$ cat config.mk
export PLATFORM = sky130hd
export DESIGN_NAME = mdu
export DESIGN_NICKNAME = d
export VERILOG_FILES = /design/src/rtl/mdu.sv
export SDC_FILE = /design/constraint.sdc
export NUM_CORES = 1
export LEC_CHECK = 0
export BUFFER_PORTS_ARGS = -buffer_cell sky130_fd_sc_hd__buf_2
export CELL_PAD_IN_SITES_DETAIL_PLACEMENT = 0
export CELL_PAD_IN_SITES_GLOBAL_PLACEMENT = 1
export CORE_AREA = 2 2 170 172
export DETAILED_ROUTE_END_ITERATION = 10
export DIE_AREA = 0 0 172 174
export GPL_TIMING_DRIVEN = 0
export PLACE_DENSITY_LB_ADDON = 0.05
export SETUP_SLACK_MARGIN = 0.1
export SKIP_CTS_REPAIR_TIMING = 1
export SLEW_MARGIN = 10
export SYNTH_ARGS = -nofsm -noshare
export SYNTH_HDL_FRONTEND = slang
export SYNTH_SLANG_ARGS = --single-unit
$ cat constraint.sdc
create_clock -name clk -period 4.1 [get_ports clk]
set_input_delay 0.41 -clock clk [delete_from_list [all_inputs] [get_ports clk]]
set_output_delay 0.41 -clock clk [all_outputs]
set_load 0.03 [all_outputs]
$ cat src/rtl/mdu.sv
// rtl/mdu.sv - iterative 32-bit MULT/MULTU/DIV/DIVU unit with architectural HI/LO
// The divider datapath is built only when MDU_DIV_EN is defined.
module mdu #(
  parameter int WORD_WIDTH = 32
) (
  input  logic                  clk,
  input  logic                  nrst,
  input  logic                  start,
  input  logic [2:0]            op,
  input  logic [WORD_WIDTH-1:0] opA,
  input  logic [WORD_WIDTH-1:0] opB,
  output logic                  busy,
  output logic                  done,
  output logic [WORD_WIDTH-1:0] hi,
  output logic [WORD_WIDTH-1:0] lo
);
  localparam int W  = WORD_WIDTH;
  localparam int CW = $clog2(W);
  localparam logic [2:0] OP_MTHI = 3'b100;
  localparam logic [2:0] OP_MTLO = 3'b101;

  typedef enum logic [1:0] {S_IDLE = 2'd0, S_RUN = 2'd1, S_FIN = 2'd2} state_e;
  state_e state_q, state_d;

  logic [W-1:0]   a_q, a_d, b_q, b_d;
  logic [W-1:0]   hi_q, hi_d, lo_q, lo_d;
  logic [2*W-1:0] acc_q, acc_d;
  logic [CW-1:0]  cnt_q, cnt_d;
  logic           neg_q, neg_d;
  logic           busy_q, busy_d, done_q, done_d;
`ifdef MDU_DIV_EN
  logic           is_div_q, is_div_d, divz_q, divz_d, neg_rem_q, neg_rem_d;
  logic [W:0]     rem_sh, rem_sub;
`else
  logic           skip_q, skip_d;
`endif

  logic           is_mul_op, is_div_op, sign_op;
  logic [W-1:0]   a_mag, b_mag, addend;
  logic [W:0]     add_sum;
  logic [2*W-1:0] prod_neg;

  assign is_mul_op = (op[2:1] == 2'b00);
  assign is_div_op = (op[2:1] == 2'b01);
  assign sign_op   = ~op[0];
  // Iterations run on magnitudes; signs are restored at FIN.
  assign a_mag = (sign_op && opA[W-1]) ? (~opA + 1'b1) : opA;
  assign b_mag = (sign_op && opB[W-1]) ? (~opB + 1'b1) : opB;

  always_ff @(posedge clk or negedge nrst) begin
    if (!nrst) begin
      state_q   <= S_IDLE;
      a_q       <= '0;
      b_q       <= '0;
      hi_q      <= '0;
      lo_q      <= '0;
      acc_q     <= '0;
      cnt_q     <= '0;
      neg_q     <= 1'b0;
      busy_q    <= 1'b0;
      done_q    <= 1'b0;
`ifdef MDU_DIV_EN
      is_div_q  <= 1'b0;
      divz_q    <= 1'b0;
      neg_rem_q <= 1'b0;
`else
      skip_q    <= 1'b0;
`endif
    end else begin
      state_q   <= state_d;
      a_q       <= a_d;
      b_q       <= b_d;
      hi_q      <= hi_d;
      lo_q      <= lo_d;
      acc_q     <= acc_d;
      cnt_q     <= cnt_d;
      neg_q     <= neg_d;
      busy_q    <= busy_d;
      done_q    <= done_d;
`ifdef MDU_DIV_EN
      is_div_q  <= is_div_d;
      divz_q    <= divz_d;
      neg_rem_q <= neg_rem_d;
`else
      skip_q    <= skip_d;
`endif
    end
  end

  always_comb begin
    state_d = state_q;
    case (state_q)
      S_IDLE: begin
        if (start && is_mul_op) begin
          state_d = S_RUN;
        end else if (start && is_div_op) begin
`ifdef MDU_DIV_EN
          state_d = S_RUN;
`else
          state_d = S_FIN;
`endif
        end
      end
      S_RUN:   if (cnt_q == CW'(W - 1)) state_d = S_FIN;
      S_FIN:   state_d = S_IDLE;
      default: state_d = S_IDLE;
    endcase
  end

  always_comb begin
    a_d     = a_q;
    b_d     = b_q;
    hi_d    = hi_q;
    lo_d    = lo_q;
    acc_d   = acc_q;
    cnt_d   = cnt_q;
    neg_d   = neg_q;
    done_d  = 1'b0;
    // A divide that skips straight to FIN (no divider built) never raises busy.
    busy_d  = (state_d == S_RUN) || (state_d == S_FIN && state_q == S_RUN);
    addend  = b_q[0] ? a_q : '0;
    add_sum = {1'b0, acc_q[2*W-1:W]} + {1'b0, addend};
    prod_neg = ~acc_q + 1'b1;
`ifdef MDU_DIV_EN
    is_div_d  = is_div_q;
    divz_d    = divz_q;
    neg_rem_d = neg_rem_q;
    rem_sh    = {acc_q[2*W-1:W], a_q[W-1]};
    rem_sub   = rem_sh - {1'b0, b_q};
`else
    skip_d    = skip_q;
`endif
    case (state_q)
      S_IDLE: begin
        if (start && (is_mul_op || is_div_op)) begin
          a_d   = a_mag;
          b_d   = b_mag;
          acc_d = '0;
          cnt_d = '0;
          neg_d = sign_op && (opA[W-1] ^ opB[W-1]);
`ifdef MDU_DIV_EN
          is_div_d  = is_div_op;
          divz_d    = (opB == '0);
          neg_rem_d = sign_op && opA[W-1];
`else
          skip_d    = is_div_op;
`endif
        end else if (start && op == OP_MTHI) begin
          hi_d = opA;
        end else if (start && op == OP_MTLO) begin
          lo_d = opA;
        end
      end
      S_RUN: begin
        cnt_d = cnt_q + 1'b1;
`ifdef MDU_DIV_EN
        if (is_div_q) begin
          // Upper half holds the partial remainder, lower half collects quotient bits.
          a_d = a_q << 1;
          if (!rem_sub[W]) acc_d = {rem_sub[W-1:0], acc_q[W-2:0], 1'b1};
          else             acc_d = {rem_sh[W-1:0],  acc_q[W-2:0], 1'b0};
        end else
`endif
        begin
          b_d   = b_q >> 1;
          acc_d = {add_sum, acc_q[W-1:1]};
        end
      end
      S_FIN: begin
        done_d = 1'b1;
`ifdef MDU_DIV_EN
        if (is_div_q) begin
          lo_d = divz_q ? '1 : (neg_q ? (~acc_q[W-1:0] + 1'b1) : acc_q[W-1:0]);
          hi_d = neg_rem_q ? (~acc_q[2*W-1:W] + 1'b1) : acc_q[2*W-1:W];
        end else begin
          {hi_d, lo_d} = neg_q ? prod_neg : acc_q;
        end
`else
        if (!skip_q) {hi_d, lo_d} = neg_q ? prod_neg : acc_q;
`endif
      end
      default: ;
    endcase
  end

  assign busy = busy_q;
  assign done = done_q;
  assign hi   = hi_q;
  assign lo   = lo_q;
endmodule

# --- Word-level counts from Yosys, hierarchy flattened ---
# Cells that the tools add are included.
word_totals:
  input_bits: 70
  rom_bits: 0
  out_inout_bits: 66
  register_bits: 203
  latch_bits: 0
  ramBits: 0
  mem_count: 0
  wordCells: 78
classes:
  n_lt_le_gt_ge: 0
  n_div: 0
  mux: 24
  add_sub_neg: 5
  n_mul: 0
  eq_ne: 14
  bitwise: 5
  shifts: 0
  reduce_logical: 19
ops:
  columns: ["cell", "n"]
  rows:
  - ["32-bit 2-to-1 mux", 11]
  - ["32-bit case mux with 2 select lines", 3]
  - ["64-bit 2-to-1 mux", 2]
  - ["64-bit case mux with 2 select lines", 1]
  - ["32-bit by 1-bit adder with 32-bit output, second input constant", 2]
  - ["64-bit by 1-bit adder with 64-bit output, second input constant", 1]
  - ["32-bit NOT", 2]
  - ["64-bit NOT", 1]
  - ["32-bit by 32-bit adder with 33-bit output", 1]
  - ["2-bit != test, second input constant", 6]
  - ["5-bit case mux with 2 select lines", 1]
  - ["1-bit logical AND", 9]
  - ["2-bit by 1-bit == test with 1-bit output, second input constant", 3]
  - ["3-bit == test, second input constant", 2]
  - ["2-bit 2-to-1 mux", 3]
  - ["5-bit by 1-bit adder with 5-bit output, second input constant", 1]
  - ["5-bit == test, second input constant", 1]
  - ["5-bit 2-to-1 mux", 1]
  - ["5-bit AND reduction", 1]
  - ["2-bit == test, second input constant", 2]
  - ["2-bit logical NOT", 2]
  - ["2-bit case mux with 2 select lines", 1]
  - ["2-bit AND reduction", 2]
  - ["4-bit AND reduction", 1]
  - ["5 further kinds", 7]

# --- Depth between registers and ports, before layout ---
# Gate-level depths: netlist of the first run.
depth:
  ltp_word: 8
  ltp_mapped: 12
  depth_no_buf: 11

# --- Worst setup path before layout of the first run ---
# No wires, ideal clock.
synth_path:
  path_type: "register to register"
  start: "reg b_q[0]"
  end: "reg acc_q[59]"
  arrival_time_ns: 2.883
  slack_ns: 1.148
  path_stages_with_launch: 13
  path_cell_list: "dfrtp_1 -> clkbuf_1 -> and2_1 -> ha_1 -> inv_1 -> fa_1 -> nor2b_1 -> o2111ai_1 -> and4_1 -> o21ai_0 -> a21oi_1 -> or4_1 -> nand3_1"
synth_via:
  elab_chain_cells: 3
synth_lines:
  columns: ["element", "line_no", "text"]
  rows:
  - ["start, declared", "25", "logic [W-1:0] a_q, a_d, b_q, b_d;"]
  - ["start signal, assigned", "54", "b_q <= '0;"]
  - ["start signal, assigned", "72", "b_q <= b_d;"]
  - ["32-bit 2-to-1 mux", "121", "addend = b_q[0] ? a_q : '0;"]
  - ["32-bit by 32-bit adder with 33-bit output", "122", "add_sum = {1'b0, acc_q[2*W-1:W]} + {1'b0, addend};"]
  - ["64-bit case mux with 2 select lines", "133", "case (state_q)"]
  - ["end signal, assigned", "57", "acc_q <= '0;"]
  - ["end signal, assigned", "75", "acc_q <= acc_d;"]
  - ["end, declared", "27", "logic [2*W-1:0] acc_q, acc_d;"]
# No other way between the ends.
# A chain may end at the register's enable or synchronous reset.

# --- Worst setup path in the final report of the first run ---
layout_path:
  start: "reg b_q[0]"
  end: "reg acc_q[63]"
# The elaborated chain is that of the path after synthesis.

==> summary.txt, run 1 <==
Clock tree
  – Sink Count: 203
  – Root Driver: clkbuf_16
  – Worst-skew pair later-pin latency: approximately 0.54 ns
  – Clock-pin slew on the worst setup and hold paths: ~0.060 ns
  – H-tree Lvls: 1
  – Longest Clk Path Bufs: 3
  – CTS tree: done
  – Num CTS Buffers: 25

Flow run
  – Max-cap violations: 0

Global routing
  – Vias in the first global route: 11400
  – Wire length of the first global-routing pass: between 60000 and 70000 um
  – Initial antenna violation count: 1
  – Largest net degree at the start of global routing: 96
  – Remaining Overflow, GRT: 0
  – GRT Total Usage: ~30%

Min path
  – Hold Path Depth: 2
  – Worst Min Path Start: op[1]
  – HP Class: in -> reg
  – End point of the worst hold path: state_q[0]

Drt
  – Final WL: around 45000 um
  – TritonRoute pass-1 iters: 6
  – Drt drc: 0
  – Remaining antenna violation count: 0
  – Initial DRC Count: 1072
  – Routed wire per std cell: about 22 um
  – Vias per cell: 5.90
  – Vias: ~12000

Setup path
  – Reg-to-reg slack, setup: 0.40 ns
  – Critical path, cell by cell: clkbuf_2 -> and2_1 -> ha_1 -> inv_1 -> fa_1 -> nor2b_1 -> o2111ai_1 -> a31oi_1 -> a221oi_1 -> a21oi_1 -> a31oi_1 -> o31ai_1
  – Critical Path End Type: flop
  – Slowest-stage cell, CP: dfrtp_1
  – RR Endpoint: acc_q[63]
  – Top cell by count, worst path: a31oi_1
  – Arrival @ worst endpoint: 4.13 ns
  – Crit Path Category: reg -> reg
  – Max incr delay on CP: between 0.5 and 0.6 ns
  – Crit path launch type: flop
  – WP data required: 4.54 ns
  – Critical R2R Launch: b_q[0]
  – Reg2Reg Depth: 12
  – Critical path peak fanout: 10

Synth
  – Register bit count reported by yosys: a little over 200
  – Most frequent cell after synthesis: dfrtp_1
  – Leading area contributor after synthesis: dfrtp_1
  – Ys flop type: dfrtp_1
  – Yosys warns: 0
  – Post-synth EDFFs: 0
  – Sequential share of the synthesized area: around 40%
  – Post-synth top area share: between 40% and 50%
  – Post-synthesis cell type count: between 60 and 70
  – Syn avg cell area: a little under 9 um^2
  – FFs w/ async S/R, synth: between 90% and 100%
  – Mapped cell area: roughly 13000 um^2
  – Post-Syn Nets: between 1500 and 2000
  – Top cells by count, synth: dfrtp_1 (203), nand2_1 (186), o21ai_0 (155)
  – Mapped Cells: ~1400
  – Ranking of synthesized cells by area: dfrtp_1 (40%), o21ai_0 (6.1%), nand2_1 (5.5%)

Timing
  – FMAX: 0.271 GHz
  – Fin crit share: roughly nine tenths
  – Slew Limit Fails: 0
  – Hold_ws: between 0.1 and 0.15 ns
  – Tmin final: approximately 3.7 ns
  – RSZ-0062 raised after global routing: no
  – Worst slew pin tran: between 1 and 1.5 ns
  – Final setup fails: 0
  – Fin Clk Skew: 0.0103 ns
  – Fin. Hold Viols: 0
  – Worst setup margin: 0.405 ns
  – Max transition margin: between 20% and 30%

Finish
  – Fraction of layout cells with a size suffix above 1: between 10 and 15%
  – Fin area: 14900 um^2
  – Final nets: roughly 1700
  – Synth-to-Final Area Change: 17.3%
  – N_diodes: 0
  – Core Util, Final: 52.7%
  – Number of filler cells placed in the layout: 2776

Power
  – Leakage: 6.60 nW
  – Worst vdd ir: around 0.00046 V
  – Pwr dens: just over 800 nW/um^2

Floorplanning
  – Initial Util: ~45%
  – Die X: approximately 170 um
  – Chip Height: roughly 170 um
  – Rows: 62
  – Number of I/O pins: 136
  – Die ar.: 29900 um^2
  – Core area: about 28000 um^2

Placed design
  – Hpwl dp: about 34000 um
  – Cell Area, Placed: about 14000 um^2
  – Worst slack, placed: slightly below 0.2 ns
  – Final GP Congestion: approximately 0.96
  – Input/output buffers: 135

Outcome
  – Status: finished, final reports clean
## logic make-up (layout without fill, tap and decap cells)
logic type      Yosys count  in the layout  synth area share, %
fa+ha+maj                38             38                 3.81
compound gates          461            461                 23.9
simple gates            496            496                 19.1
flops                   203            203                 40.1
mux                       4              4                0.326
xor+xnor                138            138                 9.53
buf+inv                 109            294                 3.24
## how the worst max path moves through the flow
stage | from | end | slack, ns | cells after the start
finish | b_q[0] | acc_q[63] | 0.40 | 12
global placement | nrst | acc_q[63] | -1.03 | 1
global route | b_q[0] | acc_q[63] | 0.16 | 12
floorplan | b_q[0] | acc_q[59] | 1.15 | 12
CTS | b_q[0] | acc_q[59] | 0.15 | 12
detailed placement | b_q[0] | acc_q[59] | 0.19 | 12
## state kept, by name, summed over array words and instances (netlist names)
name     cells
a_q         32
acc_q       64
b_q         32
busy         1
cnt_q        5
done         1
hi          32
lo          32
neg_q        1
skip_q       1
state_q      2
## placed cells by master, fill, tap and decap left out, types with 16 or more instances in the layout
| master | n |
|---|---|
| a21o_1 | 20 |
| a21oi_1 | 76 |
| a22o_1 | 33 |
| a22oi_1 | 30 |
| and2_1 | 35 |
| buf_2 | 135 |
| clkbuf_1 | 77 |
| clkbuf_16 | 25 |
| dfrtp_1 | 203 |
| ha_1 | 37 |
| inv_1 | 21 |
| nand2_1 | 186 |
| nand3_1 | 28 |
| nand4_1 | 17 |
| nor2_1 | 96 |
| nor3_1 | 16 |
| nor4_1 | 23 |
| o21ai_0 | 154 |
| o221ai_1 | 19 |
| o31ai_1 | 48 |
| o41ai_1 | 18 |
| or3_1 | 20 |
| or4_1 | 19 |
| xnor2_1 | 72 |
| xor2_1 | 66 |
## layout make-up
cell class | count | area, um^2 | share of cell area (%)
flip-flops and latches | 203 | 5080 | 34.2
clock buffers | 30 | 674 | 4.53
multi-input cells | 1137 | 7190 | 48.4
plain buffers | 87 | 329 | 2.21
inverters | 22 | 82.6 | 0.555
repair buffers | 139 | 758 | 5.10
well taps | 384 | 480 | 3.23
clock inverters | 16 | 274 | 1.84
## critical path, delay by kind of cell (launching register included)
| family | cells | cell delay [ns] |
|---|---|---|
| AO/OA/AOI/OAI | 6 | 1.70 |
| adder cells (fa/ha/maj) | 2 | 0.62 |
| buffers and inverters | 2 | 0.37 |
| flip-flops | 1 | 0.55 |
| AND/OR/NAND/NOR | 2 | 0.35 |
## per-stage QoR
step | power [mW] | cells | TNS, ns
5_1_grt | 13.2 | 2018 | 0
6_report | 12.3 | 2018 | 0
3_5_place_dp | 9.70 | 1971 | 0
4_1_cts | 12.3 | 2017 | 0
3_3_place_gp | 9.63 | 1968 | -202.81
2_1_floorplan | 7.68 | 1449 | 0
## power by group
group          switching (mW)  internal (mW)  total, mW
Clock                   0.942           1.62       2.56
Sequential              0.838           2.86       3.69
Combinational            4.02           2.07       6.09
## metal layers
metal,share of wire (%),routed length [um],vias to the layer above,track usage [%]
met3,7.7,3440,78,6.01
met2,44,19600,500,45.6
met4,3.4,1490,0,9.14
met5,0,0,-,0
li1,-,-,5625,-
met1,45,20100,5703,42.9
Power figures use the tool's default switching activity.
==> inputs of run 2 (changes only) <==
Clock period 4.1 ns to 3.7 ns, I/O delays scaled along.
==> summary.txt, run 2 (synthesis gave the netlist of run 1 again) <==
Power
  – Switching power: 6.44 mW (was 5.80 mW)
  – Comb pwr share: 49.4% (was 49.3%)
  – Leakage: 6.60 nW (about the same)
  – Clock share of power: 20.7% (about the same)
  – Seq pwr share: 29.9% (about the same)
  – Worst vdd ir: 0.000510 V (was 0.000463 V)
  – Sw frac: 47.0% (about the same)
  – Cell-internal power: 7.26 mW (was 6.54 mW)
  – Pwr dens: 918 nW/um^2 (was 830 nW/um^2)

Floorplanning
  – Initial Util: 44.9% (unchanged)
  – Rows: 62 (unchanged)
  – Die X: 172 um (unchanged)
  – Chip Height: 174 um (unchanged)
  – Number of I/O pins: 136 (unchanged)
  – Die ar.: 29900 um^2 (unchanged)
  – Core area: 28200 um^2 (unchanged)

Timing
  – RSZ-0062 raised after global routing: yes (was no)
  – Fin. Hold Viols: 0 (unchanged)
  – Slew Limit Fails: 0 (unchanged)
  – Tmin final: 3.49 ns (was 3.70 ns)
  – FMAX: 0.287 GHz (was 0.271 GHz)
  – Max transition margin: 19.8% (was 22.5%)
  – Final setup fails: 0 (unchanged)
  – Worst slew pin tran: 1.19 ns (was 1.15 ns)
  – Fin crit share: 94.2% (was 90.1%)
  – Fin Clk Skew: 0.0118 ns (was 0.0103 ns)
  – Worst setup margin: 0.213 ns (was 0.405 ns)

Clock tree
  – H-tree Lvls: 1 (unchanged)
  – Root Driver: clkbuf_16 (unchanged)
  – Worst-skew pair later-pin latency: 0.54 ns (about the same)
  – Sink Count: 203 (unchanged)
  – Longest Clk Path Bufs: 3 (unchanged)
  – Num CTS Buffers: 25 (unchanged)
  – Clock-pin slew on the worst setup and hold paths: 0.06 ns (about the same)
  – CTS tree: done (unchanged)

Min path
  – Worst Min Path Start: op[1] (unchanged)
  – HP Class: in -> reg (unchanged)
  – Hold Path Depth: 2 (unchanged)
  – End point of the worst hold path: state_q[0] (unchanged)

Finish
  – Synth-to-Final Area Change: 17.6% (was 17.3%)
  – Final nets: 1723 (unchanged)
  – Largest register FFs: 64 (unchanged)
  – Most frequent cells in the layout: dfrtp_1 (202), nand2_1 (186), o21ai_0 (154) (was dfrtp_1 (203), nand2_1 (186), o21ai_0 (154))
  – Most common cell after layout, fill and taps aside: dfrtp_1 (unchanged)
  – Top reg by flops: acc_q (unchanged)
  – N_diodes: 0 (unchanged)
  – Core Util, Final: 52.8% (was 52.7%)
  – Fraction of layout cells with a size suffix above 1: 13.0% (was 12.5%)
  – Post-route insts no fill: 2018 (unchanged)

Drt
  – Remaining antenna violation count: 0 (unchanged)
  – Routed wire per std cell: 22.1 um (about the same)
  – Initial DRC Count: 1062 (was 1072)
  – Vias per cell: 5.87 (was 5.90)
  – Final WL: 44600 um (about the same)
  – Vias: 11900 (about the same)
  – Drt drc: 0 (unchanged)
  – TritonRoute pass-1 iters: 5 (was 6)

Setup path
  – WP data required: 4.09 ns (was 4.54 ns)
  – Arrival @ worst endpoint: 3.87 ns (was 4.13 ns)
  – RR Endpoint: hi[24] (was acc_q[63])
  – Reg2Reg Depth: 9 (was 12)
  – Critical R2R Launch: acc_q[1] (was b_q[0])
  – Critical Path End Type: flop (unchanged)
  – Reg-to-reg slack, setup: 0.21 ns (was 0.40 ns)
  – Crit path launch type: flop (unchanged)
  – Crit Path Category: reg -> reg (unchanged)
  – Critical path peak fanout: 7 (was 10)

Placed design
  – Final GP Congestion: 0.957 (unchanged)
  – Placed Instances: 1971 (unchanged)
  – Input/output buffers: 135 (unchanged)
  – Hpwl dp: 34200 um (unchanged)
  – Worst slack, placed: -0.206 ns (was 0.194 ns)

Global routing
  – Wire length of the first global-routing pass: 68500 um (unchanged)
  – GRT Total Usage: 29.9% (unchanged)
  – Initial antenna violation count: 1 (unchanged)
  – Largest net degree at the start of global routing: 96 (unchanged)
  – Vias in the first global route: 11400 (unchanged)
  – Remaining Overflow, GRT: 0 (unchanged)

Outcome
  – Status: finished, final reports clean (unchanged)

Flow run
  – Max-cap violations: 0 (unchanged)
[run 2: stage by stage]
step	cell area, um^2	TNS (ns)	power [mW]	hold WS (ns)
CTS	14900	-0.364	13.6	-0.322
finish	14900	0	13.7	0.0785
detailed placement	13900	-0.211	10.7	0.241
global placement	13800	-276.07	10.7	0.457
global route	14900	0	14.6	0.0813
floorplan	12700	0	8.51	0.0744
[run 2: metal layers]
metal / vias up / track usage (%) / wire length, um
met5: - / 0 / 0
met4: 0 / 9.14 / 1450
met3: 71 / 6.01 / 3620
met2: 497 / 45.6 / 19600
met1: 5669 / 42.9 / 20000
li1: 5617 / - / -
[run 2: worst max-delay path by stage]
stage / startpoint / to / slack [ns]
finish: acc_q[1] / hi[24] / 0.21
global route: b_q[0] / acc_q[59] / 0.07
CTS: b_q[0] / acc_q[59] / -0.25
detailed placement: b_q[0] / acc_q[59] / -0.21
global placement: nrst / acc_q[63] / -1.39
floorplan: b_q[0] / acc_q[59] / 0.75
[run 2: worst max-delay path, stage by stage (launching register included)]
cell      delay (ns)
dfrtp_1         0.42
inv_1           0.09
ha_1            0.16
or3b_2          0.52
nor4_2          0.60
nand3_2         0.32
or3_1           0.52
o41ai_2         0.39
xor2_1          0.18
o221ai_1        0.14
[run 2: layout make-up]
cell class / instances / area [um^2]
Fill cell: 2766 / 13300
Multi-Input combinational cell: 1137 / 7230
Sequential cell: 203 / 5080
Timing Repair Buffer: 139 / 758
Clock buffer: 30 / 674
Tap cell: 384 / 480
Buffer: 87 / 329
Clock inverter: 16 / 274
Inverter: 22 / 82.6
[run 2: power by group through the flow]
stage               Combinational, mW  Sequential [mW]  Clock [mW]
floorplan                        4.06             4.45           0
global placement                 6.58             4.09           0
detailed placement               6.65             4.10           0
CTS                              6.68             4.07        2.86
global route                     7.45             4.21        2.95
finish                           6.77             4.09        2.83
